File: config.mk
export PLATFORM = sky130hd
export DESIGN_NAME = alu_share_arb_flat
export DESIGN_NICKNAME = d
export VERILOG_FILES = /design/src/rtl/alu_share_arb_if.sv /design/src/rtl/alu_share_arb.sv /design/src/flat_wrapper.sv
export SDC_FILE = /design/constraint.sdc
export NUM_CORES = 1
export LEC_CHECK = 0
export ABC_AREA = 1
export CORE_AREA = 2 2 121 123
export DETAILED_ROUTE_END_ITERATION = 6
export DIE_AREA = 0 0 123 125
export DONT_BUFFER_PORTS = 1
export GPL_TIMING_DRIVEN = 0
export PLACE_DENSITY_LB_ADDON = 0.15
export SLEW_MARGIN = 30
export SYNTH_ARGS = -nofsm -noshare
export SYNTH_HDL_FRONTEND = slang
export SYNTH_SLANG_ARGS = --single-unit
File: constraint.sdc
create_clock -name clk_i -period 2.8 [get_ports clk_i]
set_input_delay 0.14 -clock clk_i [delete_from_list [all_inputs] [get_ports clk_i]]
set_output_delay 0.14 -clock clk_i [all_outputs]
set_load 0.05 [all_outputs]
File: src/rtl/alu_share_arb_if.sv
// rtl/alu_share_arb_if.sv - request, response and ALU-drive bundle for alu_share_arb
interface alu_share_arb_if;
    logic        req0_valid_i;
    logic        req0_ready_o;
    logic [31:0] req0_rs1_i;
    logic [31:0] req0_rs2_i;
    logic [3:0]  req0_sel_i;

    logic        req1_valid_i;
    logic        req1_ready_o;
    logic [31:0] req1_rs1_i;
    logic [31:0] req1_rs2_i;
    logic [3:0]  req1_sel_i;

    logic        rsp0_valid_o;
    logic [31:0] rsp0_data_o;
    logic        rsp0_ready_i;

    logic        rsp1_valid_o;
    logic [31:0] rsp1_data_o;
    logic        rsp1_ready_i;

    logic [31:0] alu_rs1_o;
    logic [31:0] alu_rs2_o;
    logic [3:0]  alu_sel_o;
    logic [31:0] alu_result_i;

    modport slave (
        input  req0_valid_i, req0_rs1_i, req0_rs2_i, req0_sel_i,
        input  req1_valid_i, req1_rs1_i, req1_rs2_i, req1_sel_i,
        input  rsp0_ready_i, rsp1_ready_i, alu_result_i,
        output req0_ready_o, req1_ready_o,
        output rsp0_valid_o, rsp0_data_o, rsp1_valid_o, rsp1_data_o,
        output alu_rs1_o, alu_rs2_o, alu_sel_o
    );

    modport master (
        output req0_valid_i, req0_rs1_i, req0_rs2_i, req0_sel_i,
        output req1_valid_i, req1_rs1_i, req1_rs2_i, req1_sel_i,
        output rsp0_ready_i, rsp1_ready_i, alu_result_i,
        input  req0_ready_o, req1_ready_o,
        input  rsp0_valid_o, rsp0_data_o, rsp1_valid_o, rsp1_data_o,
        input  alu_rs1_o, alu_rs2_o, alu_sel_o
    );
endinterface

File: src/rtl/alu_share_arb.sv
// rtl/alu_share_arb.sv - two-requester ALU share arbiter with per-requester response slots
// Optional build macro ALU_ARB_FIXED_PRIO_EN: requester 0 always wins contention.
module alu_share_arb (
    input  logic           clk_i,
    input  logic           rst_ni,
    alu_share_arb_if.slave bus
);
    typedef enum logic {
        RSP_EMPTY = 1'b0,
        RSP_FULL  = 1'b1
    } rsp_state_e;

    rsp_state_e  rsp0_state_q, rsp0_state_d;
    rsp_state_e  rsp1_state_q, rsp1_state_d;
    logic [31:0] rsp0_data_q, rsp0_data_d;
    logic [31:0] rsp1_data_q, rsp1_data_d;

    logic elig0;
    logic elig1;
    logic gnt0;
    logic gnt1;

    // A slot that drains this cycle can accept a new result on the same edge.
    assign elig0 = bus.req0_valid_i & ((rsp0_state_q == RSP_EMPTY) | bus.rsp0_ready_i);
    assign elig1 = bus.req1_valid_i & ((rsp1_state_q == RSP_EMPTY) | bus.rsp1_ready_i);

`ifdef ALU_ARB_FIXED_PRIO_EN
    always_comb begin
        gnt0 = elig0;
        gnt1 = elig1 & ~elig0;
    end
`else
    logic last_q, last_d;

    // last_q = 1 means requester 1 was served most recently, so 0 wins next.
    always_comb begin
        gnt0   = elig0 & (~elig1 | last_q);
        gnt1   = elig1 & (~elig0 | ~last_q);
        last_d = last_q;
        if (gnt0) begin
            last_d = 1'b0;
        end else if (gnt1) begin
            last_d = 1'b1;
        end
    end

    always_ff @(posedge clk_i or negedge rst_ni) begin
        if (!rst_ni) begin
            last_q <= 1'b1;
        end else begin
            last_q <= last_d;
        end
    end
`endif

    always_comb begin
        bus.alu_rs1_o = 32'd0;
        bus.alu_rs2_o = 32'd0;
        bus.alu_sel_o = 4'd0;
        if (gnt0) begin
            bus.alu_rs1_o = bus.req0_rs1_i;
            bus.alu_rs2_o = bus.req0_rs2_i;
            bus.alu_sel_o = bus.req0_sel_i;
        end else if (gnt1) begin
            bus.alu_rs1_o = bus.req1_rs1_i;
            bus.alu_rs2_o = bus.req1_rs2_i;
            bus.alu_sel_o = bus.req1_sel_i;
        end
    end

    always_comb begin
        rsp0_state_d = rsp0_state_q;
        rsp0_data_d  = rsp0_data_q;
        case (rsp0_state_q)
            RSP_EMPTY: begin
                if (gnt0) begin
                    rsp0_state_d = RSP_FULL;
                end
            end
            RSP_FULL: begin
                if (bus.rsp0_ready_i && !gnt0) begin
                    rsp0_state_d = RSP_EMPTY;
                end
            end
            default: rsp0_state_d = RSP_EMPTY;
        endcase
        if (gnt0) begin
            rsp0_data_d = bus.alu_result_i;
        end
    end

    always_comb begin
        rsp1_state_d = rsp1_state_q;
        rsp1_data_d  = rsp1_data_q;
        case (rsp1_state_q)
            RSP_EMPTY: begin
                if (gnt1) begin
                    rsp1_state_d = RSP_FULL;
                end
            end
            RSP_FULL: begin
                if (bus.rsp1_ready_i && !gnt1) begin
                    rsp1_state_d = RSP_EMPTY;
                end
            end
            default: rsp1_state_d = RSP_EMPTY;
        endcase
        if (gnt1) begin
            rsp1_data_d = bus.alu_result_i;
        end
    end

    always_ff @(posedge clk_i or negedge rst_ni) begin
        if (!rst_ni) begin
            rsp0_state_q <= RSP_EMPTY;
            rsp1_state_q <= RSP_EMPTY;
            rsp0_data_q  <= 32'd0;
            rsp1_data_q  <= 32'd0;
        end else begin
            rsp0_state_q <= rsp0_state_d;
            rsp1_state_q <= rsp1_state_d;
            rsp0_data_q  <= rsp0_data_d;
            rsp1_data_q  <= rsp1_data_d;
        end
    end

    assign bus.req0_ready_o = gnt0;
    assign bus.req1_ready_o = gnt1;
    assign bus.rsp0_valid_o = (rsp0_state_q == RSP_FULL);
    assign bus.rsp1_valid_o = (rsp1_state_q == RSP_FULL);
    assign bus.rsp0_data_o  = rsp0_data_q;
    assign bus.rsp1_data_o  = rsp1_data_q;
endmodule

File: src/flat_wrapper.sv
// flat-port wrapper written by rule: the top's interface ports become plain ports
module alu_share_arb_flat 
  (clk_i, rst_ni, bus_req0_valid_i, bus_req0_rs1_i, bus_req0_rs2_i, bus_req0_sel_i, bus_req1_valid_i, bus_req1_rs1_i, bus_req1_rs2_i, bus_req1_sel_i, bus_rsp0_ready_i, bus_rsp1_ready_i, bus_alu_result_i, bus_req0_ready_o, bus_req1_ready_o, bus_rsp0_valid_o, bus_rsp0_data_o, bus_rsp1_valid_o, bus_rsp1_data_o, bus_alu_rs1_o, bus_alu_rs2_o, bus_alu_sel_o);
  alu_share_arb_if bus_i ();
  input  logic clk_i;
  input  logic rst_ni;
  input wire logic [$bits(bus_i.req0_valid_i)-1:0] bus_req0_valid_i;
  input wire logic [$bits(bus_i.req0_rs1_i)-1:0] bus_req0_rs1_i;
  input wire logic [$bits(bus_i.req0_rs2_i)-1:0] bus_req0_rs2_i;
  input wire logic [$bits(bus_i.req0_sel_i)-1:0] bus_req0_sel_i;
  input wire logic [$bits(bus_i.req1_valid_i)-1:0] bus_req1_valid_i;
  input wire logic [$bits(bus_i.req1_rs1_i)-1:0] bus_req1_rs1_i;
  input wire logic [$bits(bus_i.req1_rs2_i)-1:0] bus_req1_rs2_i;
  input wire logic [$bits(bus_i.req1_sel_i)-1:0] bus_req1_sel_i;
  input wire logic [$bits(bus_i.rsp0_ready_i)-1:0] bus_rsp0_ready_i;
  input wire logic [$bits(bus_i.rsp1_ready_i)-1:0] bus_rsp1_ready_i;
  input wire logic [$bits(bus_i.alu_result_i)-1:0] bus_alu_result_i;
  output wire logic [$bits(bus_i.req0_ready_o)-1:0] bus_req0_ready_o;
  output wire logic [$bits(bus_i.req1_ready_o)-1:0] bus_req1_ready_o;
  output wire logic [$bits(bus_i.rsp0_valid_o)-1:0] bus_rsp0_valid_o;
  output wire logic [$bits(bus_i.rsp0_data_o)-1:0] bus_rsp0_data_o;
  output wire logic [$bits(bus_i.rsp1_valid_o)-1:0] bus_rsp1_valid_o;
  output wire logic [$bits(bus_i.rsp1_data_o)-1:0] bus_rsp1_data_o;
  output wire logic [$bits(bus_i.alu_rs1_o)-1:0] bus_alu_rs1_o;
  output wire logic [$bits(bus_i.alu_rs2_o)-1:0] bus_alu_rs2_o;
  output wire logic [$bits(bus_i.alu_sel_o)-1:0] bus_alu_sel_o;
  assign bus_i.req0_valid_i = bus_req0_valid_i;
  assign bus_i.req0_rs1_i = bus_req0_rs1_i;
  assign bus_i.req0_rs2_i = bus_req0_rs2_i;
  assign bus_i.req0_sel_i = bus_req0_sel_i;
  assign bus_i.req1_valid_i = bus_req1_valid_i;
  assign bus_i.req1_rs1_i = bus_req1_rs1_i;
  assign bus_i.req1_rs2_i = bus_req1_rs2_i;
  assign bus_i.req1_sel_i = bus_req1_sel_i;
  assign bus_i.rsp0_ready_i = bus_rsp0_ready_i;
  assign bus_i.rsp1_ready_i = bus_rsp1_ready_i;
  assign bus_i.alu_result_i = bus_alu_result_i;
  assign bus_req0_ready_o = bus_i.req0_ready_o;
  assign bus_req1_ready_o = bus_i.req1_ready_o;
  assign bus_rsp0_valid_o = bus_i.rsp0_valid_o;
  assign bus_rsp0_data_o = bus_i.rsp0_data_o;
  assign bus_rsp1_valid_o = bus_i.rsp1_valid_o;
  assign bus_rsp1_data_o = bus_i.rsp1_data_o;
  assign bus_alu_rs1_o = bus_i.alu_rs1_o;
  assign bus_alu_rs2_o = bus_i.alu_rs2_o;
  assign bus_alu_sel_o = bus_i.alu_sel_o;
  alu_share_arb u_core (.clk_i(clk_i), .rst_ni(rst_ni), .bus(bus_i));
endmodule
# Yosys cells after proc, flatten, opt, wreduce, memory -nomap -nowiden
# Index checks and enable logic that the tools add are counted.
# totals
register_bits,67
word_cells,37
inputBits,174
# classes
bitwise_logic,13
n_reduce_logical,5
n_mux,14
# ops
op,n
2-to-1 mux 32 bit,4
2-to-1 mux 4 bit,2
2-to-1 mux 1 bit,6
inverter 1 bit,5
AND 1 bit,4
OR 1 bit,4
one-hot mux 1 bit (2 select lines),2
logical AND 1 bit,2
logical NOT 1 bit,2
nonzero test 2 bit,1

# Longest topological paths before layout
# Gate-level depths: netlist (run 1).
# logic_depth
depth_word,10
depth_mapped,7

# Worst setup path before layout (run 1)
# Ideal clock, no wire load.
# synth_path
kind,flip-flop to output port
from,register u_core.rsp1_state_q (netlist: u_core.bus.rsp1_valid_o)
to,output bus_alu_rs1_o[0]
arrival_time_ns,1.620
t_required_ns,2.660
path_slack_ns,1.040
n_path_buf,2
path_stages_with_launch,7
cell_sequence,dfrtp_1 -> nand2_1 -> nand3_1 -> buf_2 -> buf_2 -> nand3_1 -> nand2_1
# synth_between
elab_chain_len,7
# synth_lines
item,line,rtl
from (decl),alu_share_arb.sv:14,"rsp_state_e rsp1_state_q, rsp1_state_d;"
from (signal assigned),alu_share_arb.sv:121,rsp1_state_q <= rsp1_state_d;
inverter 1 bit (*),alu_share_arb.sv:25,assign elig1 = bus.req1_valid_i & ((rsp1_state_q == RSP_EMPTY) | bus.rsp1_ready_i);
OR 1 bit (*),alu_share_arb.sv:25,
AND 1 bit (*),alu_share_arb.sv:25,
inverter 1 bit,alu_share_arb.sv:37,gnt0 = elig0 & (~elig1 | last_q);
OR 1 bit,alu_share_arb.sv:37,
AND 1 bit,alu_share_arb.sv:37,
2-to-1 mux 32 bit (*),alu_share_arb.sv:60,if (gnt0) begin
to (decl),flat_wrapper.sv:24,output wire logic [$bits(bus_i.alu_rs1_o)-1:0] bus_alu_rs1_o;
# Every way passes the cells marked *; elsewhere a longest branch is shown, timed or not.

# Worst setup path after layout (run 1)
# layout_path
from,register u_core.rsp1_state_q (netlist: u_core.bus.rsp1_valid_o)
to,output bus_alu_rs2_o[31]
# layout_between
elab_chain_len,7
# layout_lines
item,line,rtl
inverter 1 bit (*),alu_share_arb.sv:25,
OR 1 bit (*),alu_share_arb.sv:25,
AND 1 bit (*),alu_share_arb.sv:25,
inverter 1 bit,alu_share_arb.sv:37,
OR 1 bit,alu_share_arb.sv:37,
AND 1 bit,alu_share_arb.sv:37,
2-to-1 mux 32 bit (*),alu_share_arb.sv:60,
to (decl),flat_wrapper.sv:25,output wire logic [$bits(bus_i.alu_rs2_o)-1:0] bus_alu_rs2_o;
# Marked as above.

==> results of run 1 <==
report_power, final:
group	total [mW]	switching (mW)	internal [mW]
clock	1.15	0.411	0.736
sequential	2.10	0.933	1.17
combinational	1.26	0.976	0.287
stage by stage:
stage / total power [mW] / hold WS (ns) / setup slack, ns
finish: 4.51 / 0.0216 / 0.265
detailed placement: 3.32 / -0.154 / 0.572
global placement: 3.30 / -0.154 / 0.625
floorplan: 3.08 / -0.156 / 1.04
CTS: 4.55 / 0.00477 / 0.208
global route: 4.72 / 0.0688 / 0.0501
worst paths after layout:
check	startpoint	endpoint	slack (ns)	cells after the start
worst max-delay path	u_core.bus.rsp1_valid_o$_DFF_PN0_	bus_alu_rs2_o[31]	0.27	6
worst min-delay path	bus_rsp0_ready_i	u_core.bus.rsp0_valid_o$_DFF_PN0_	0.02	3
worst max register to register	u_core.bus.rsp1_valid_o$_DFF_PN0_	u_core.bus.rsp0_data_o[18]$_DFFE_PN0P_	0.97	6
worst min register to register	u_core.last_q$_DFFE_PN1P_	u_core.last_q$_DFFE_PN1P_	0.51	2
max in group asynchronous	rst_ni	u_core.last_q$_DFFE_PN1P_	2.15	2
min in group asynchronous	rst_ni	u_core.bus.rsp0_data_o[22]$_DFFE_PN0P_	0.35	2
final cells by class:
type,instances,area [um2]
diodes,1,2.50
clock buffers,12,256
multi-input cells,407,1800
repair buffers,35,368
fillers,1540,9460
plain buffers,50,340
clock inverters,4,48.8
well taps,184,230
inverters,5,18.8
flip-flops and latches,67,1680
cells in the final DEF (no fill, tap or decap), drive strengths merged:
cell type and count:
dfrtp 66, bufinv 1, clkbuf 13, a21boi 2, inv 5, clkinv 3, dlygate4sd3 34, nand3 202
nand2 202, buf 50, diode 1, o21ai 1, dfstp 1
registers in the layout (all words and copies together) (netlist names):
signal,flops
u_core.bus.rsp0_valid_o,1
u_core.bus.rsp0_data_o,32
u_core.last_q,1
u_core.bus.rsp1_data_o,32
u_core.bus.rsp1_valid_o,1
worst register-to-register path: stages, from the launching register on:
cell and delay, ns:
dfrtp_1 0.69, nand2_1 0.16, nand3_1 0.12, buf_2 0.30, buf_2 0.30, nand3_1 0.11, nand2_1 0.09
metal layers:
metal,global-route usage (%),vias up,part of all wire (%)
met1,22.0,1862,38
met4,6.89,0,1.6
met3,4.47,17,8.1
met2,34.2,215,52
li1,-,1844,-
met5,0,-,0
timing repair:
item                                   4_1_cts  5_1_grt
endpoints found under the hold margin      132        0
resized for setup                            0        0
hold buffers                                35        0
setup endpoints to repair                    0        0
cell families after synthesis:
group | count (synthesis)
simple gates | 404
flops | 67
buf+inv | 55
compound gates | 3
==> summary.txt, run 1 <==
Yosys top cell area share: 43.1%
XOR/XNOR Fraction of Synth Area: 0%
Post-synth net total: 703
CTS Buf Count: 9
Worst-case clock buffer depth: 2
Leak: 2.50 nW
Crit. End Element: output pin
Bufs and invs on worst path: 2
Finished Cell Area: 4740 um2
Area contributors post-synth: dfrtp_1 (43%), nand3_1 (26%), nand2_1 (20%)
CP delay by family, top: simple AND/OR/NAND/NOR gates
Core ar.: 14200 um2
Die height: 125 um
Worst VDD drop: 0.289 mV
Port Buffers: 0
CP startpoint kind: flip-flop
Drt drc: 0
Share of layout cells above drive strength 1: 12.1%
Status: completed
Count leader, synth: nand3_1
Synth cell types: 13
Least-Margin Pin Slew: 0.562 ns
CP max stage delay: 0.69 ns
Worst-path fanout max: 10
Post-route ant nets: 0
Dpl hpwl: 11.8 mm
Largest family of logic cells by synthesized area: simple AND/OR/NAND/NOR gates
Total Wirelength: 15.2 mm
Max cap viols: 0
Number of synthesized flops with an enable pin: 0
DRT Pass-1 Iters: 5
Sequential cell area fraction in the yosys report: 43.7%
First-pass GRT wire length: 22.2 mm
Critical path class: reg2out
Detailed-route via count: 3938
Crit-path slowest cell: dfrtp_1
Compound-Gate Fraction of Synth Area: 0.718%
Final hold vios: 0
DIE AREA: 15400 um2
Later-pin clock latency in the skew report: 0.33 ns
Clock transition at path regs: 0.05 ns
GRT Util Overall: 19.1%
Post-Synth Adder-Cell Area: 0%
Final setup fails: 0
CTS tree: yes
Die width: 123 um
Vias in the first global route: 3785
Starting DRT DRC Count: 214
Post-Syn Area: 3840 um2
Crit path time final: 2.53 ns
Final Slew Violations: 0
Syn. warnings: 0
Clock sinks: 67
F_max: 395 MHz
Largest net degree at the start of global routing: 68
Site Rows: 44
Final non-filler cell total: 765
Vias per inst: 5.15
Area leader, netlist: dfrtp_1
Critical Path RT: 2.66 ns
DP Area: 4070 um2
Slew Limit Headroom: 62.4%
Setup bufs post-CTS: 0
Grt total ovfl: 0
Critical Path AT: 2.39 ns
Hold WC Path Type: in2reg
Placed Instances: 713
Avg Cell Area, Syn: 7.25 um2
Gpl congestion: 0.896
Post-synthesis simple-gate area fraction: 46.2%
Critical path cell sequence: nand2_1 > nand3_1 > buf_2 > buf_2 > nand3_1 > nand2_1
Htree depth: 3
Synth async-reset ratio: 100%
I/O pin total: 310
Final core occ: 33.4%
PwrDens: 951 nW/um2
Setup TNS: 0 ns
Initial core utilization: 27.0%
Area Growth Syn to Fin: 23.6%
Initial antenna violation count: 1
Post-synthesis cell count: 529
Post-synthesis mux area share: 0%
Fin crit share: 90.5%
Unrepaired setup endpoints after global routing: false
Fin nets: 749
Final setup skew: 0.00445 ns
Synth cell count leaders: nand3_1 (202), nand2_1 (201), dfrtp_1 (66), buf_2 (29), buf_6 (11)
Clock root buffer: clkbuf_16
Yosys reg bits: 67
Top FF cell, synth: dfrtp_1
DR WL/cell: 19.9 um
Power figures use the tool's default switching activity.
==> run 2, diff against run 1 <==
Settings changed: BUFFER_PORTS_ARGS set to -buffer_cell sky130_fd_sc_hd__buf_2, CORE_AREA 2 2 121 123 to 2 2 120 122, DIE_AREA 0 0 123 125 to 0 0 122 124, DONT_BUFFER_PORTS 1 to not set, RECOVER_POWER set to 100.
Clock period 2.8 ns to 2.7 ns, I/O delays scaled along.
==> run 2 against run 1 <==
  * The flow now finishes with violations (capacitance limit, slew limit)
  * Final cell count increased by 36%
  * Sequential share of layout area decreased by 6.6 points
  * Core utilization increased by 9.2 points
  * First-iteration DRC count increased by 39%
  * Total power increased by 13%
  * Register-to-register slack improved by 0.02 ns
  * Clock skew increased by 0.0025 ns
  * Combinational power increased by 95%
  * Worst setup slack improved by 0.038 ns
  * Final area increased by 23%
  * Non-clock buffer count increased by 276
  * Routed wire length increased by 8.6%
  * Critical endpoint is now bus_req1_ready_o
  * Largest cell class unchanged
==> summary.txt, run 2 (synthesis gave the netlist of run 1 again) <==
WHS Path Cells: 3
DR WL/cell: 15.9 um
Setup WS post-layout: 0.304 ns
Largest net degree at the start of global routing: 41
Worst VDD drop: 0.277 mV
Total Wirelength: 16.6 mm
Max cap viols: 1
Final setup fails: 0
Worst-case clock buffer depth: 2
Finished Cell Area: 5840 um2
Clock root buffer: clkbuf_16
Final non-filler cell total: 1039
CP delay by family, top: buffers and inverters
Fillers: 1573
Clock sinks: 67
Initial core utilization: 28.0%
Placed Instances: 1019
Commonest non-fill, non-tap cell in the layout: buf_2
GRT Util Overall: 20.8%
First-pass GRT wire length: 24.2 mm
Hold WS: 0.0564 ns
Htree depth: 3
Crit. End Element: output pin
Crit-path slowest cell: clkbuf_1
PwrDens: 870 nW/um2
Commonest cells after routing, fill and taps aside: buf_2 (227), nand2_1 (202), nand3_1 (202)
Detailed-route via count: 4869
Least-Margin Pin Slew: 1.57 ns
RR Startpoint: u_core.bus.rsp1_valid_o$_DFF_PN0_
Grt total ovfl: 0
Share of layout cells above drive strength 1: 32.9%
Post-route ant nets: 0
Reg2reg path depth: 5
CTS Buf Count: 9
Failing checks: capacitance limit, slew limit
Fin crit share: 88.8%
Crit path time final: 2.40 ns
Area Growth Syn to Fin: 52.2%
Final core occ: 42.6%
Die height: 124 um
Port Buffers: 309
DRT Pass-1 Iters: 4
Leak: 3.36 nW
Core ar.: 13700 um2
Gpl congestion: 0.826
Bufs and invs on worst path: 3
Slew Limit Headroom: -4.56%
I/O pin total: 310
WHS Endpoint: u_core.bus.rsp1_data_o[30]$_DFFE_PN0P_
Initial antenna violation count: 5
Later-pin clock latency in the skew report: 0.33 ns
Vias in the first global route: 4615
Pwr Total: 5.08 mW
CP startpoint kind: flip-flop
Cell repeated most along the worst path: clkbuf_1
Final hold vios: 0
Worst r2r dst: u_core.bus.rsp1_data_o[15]$_DFFE_PN0P_
Flop2flop setup slack: 0.99 ns
Drt drc: 0
Fin nets: 1025
Clock transition at path regs: 0.06 ns
Final Slew Violations: 28
Dpl hpwl: 13.0 mm
Critical Path RT: 2.57 ns
DIE AREA: 15100 um2
Setup TNS: 0 ns
Pre-CTS WS: 0.841 ns
Worst-path fanout max: 10
Unrepaired setup endpoints after global routing: false
Critical path cell sequence: a21boi_0 > nand2_1 > clkbuf_1 > inv_1 > clkbuf_1
Final setup skew: 0.00696 ns
CTS tree: yes
DP Area: 5630 um2
Hold WC Path Type: in2reg
Critical Path AT: 2.26 ns
Vias per inst: 4.69
Starting DRT DRC Count: 297
Site Rows: 43
CP max stage delay: 0.50 ns
Die width: 122 um
Status: finished, violations left
F_max: 417 MHz
Min-delay src: bus_alu_result_i[30]
Critical path class: reg2out
WP depth: 5
[run 2: power breakdown]
| group | switching, mW | leakage, nW | total (mW) | internal, mW |
|---|---|---|---|---|
| clock | 0.435 | 0.163 | 1.27 | 0.834 |
| combinational | 1.95 | 2.37 | 2.46 | 0.506 |
| sequential | 0.127 | 0.821 | 1.35 | 1.23 |
[run 2: how the worst max path moves through the flow]
stage	start	endpoint	slack (ns)
after floorplan	u_core.bus.rsp1_valid_o$_DFF_PN0_	bus_alu_rs1_o[0]	0.94
after global placement	u_core.last_q$_DFFE_PN1P_	bus_alu_rs2_o[31]	0.87
after detailed placement	u_core.last_q$_DFFE_PN1P_	bus_alu_rs2_o[31]	0.84
after CTS	u_core.last_q$_DFFE_PN1P_	bus_alu_rs2_o[31]	0.48
after global routing	u_core.last_q$_DFFE_PN1P_	bus_alu_rs2_o[24]	0.18
final	u_core.bus.rsp1_valid_o$_DFF_PN0_	bus_req1_ready_o	0.30
[run 2: what timing repair did]
action | CTS | global route
endpoints found under the hold margin | 26 | 0
buffers inserted | 0 | 0
hold buffers | 1 | 0
resized for setup | 0 | 0
[run 2: worst reg2reg max path, stage by stage (launching register included)]
cell and delay, ns:
dfrtp_1 0.38, a21boi_0 0.31, buf_4 0.28, clkbuf_1 0.42, nand3_1 0.16, nand2_1 0.10
[run 2: cell type report]
type	count	area, um2	share of cell area (%)
Timing Repair Buffer	311	1470	25.2
Clock inverter	6	87.6	1.50
Tap cell	180	225	3.86
Buffer	50	320	5.49
Clock buffer	10	239	4.09
Multi-Input combinational cell	407	1790	30.7
Antenna cell	3	7.51	0.129
Sequential cell	67	1680	28.7
Inverter	5	18.8	0.321
[run 2: per-layer routing]
layer,vias to the layer above,wire (um),track usage [%]
met5,-,13,0
met4,2,195,6.03
met3,14,1460,6.36
met2,208,8490,37.3
met1,2237,6390,23.8
li1,2408,-,-
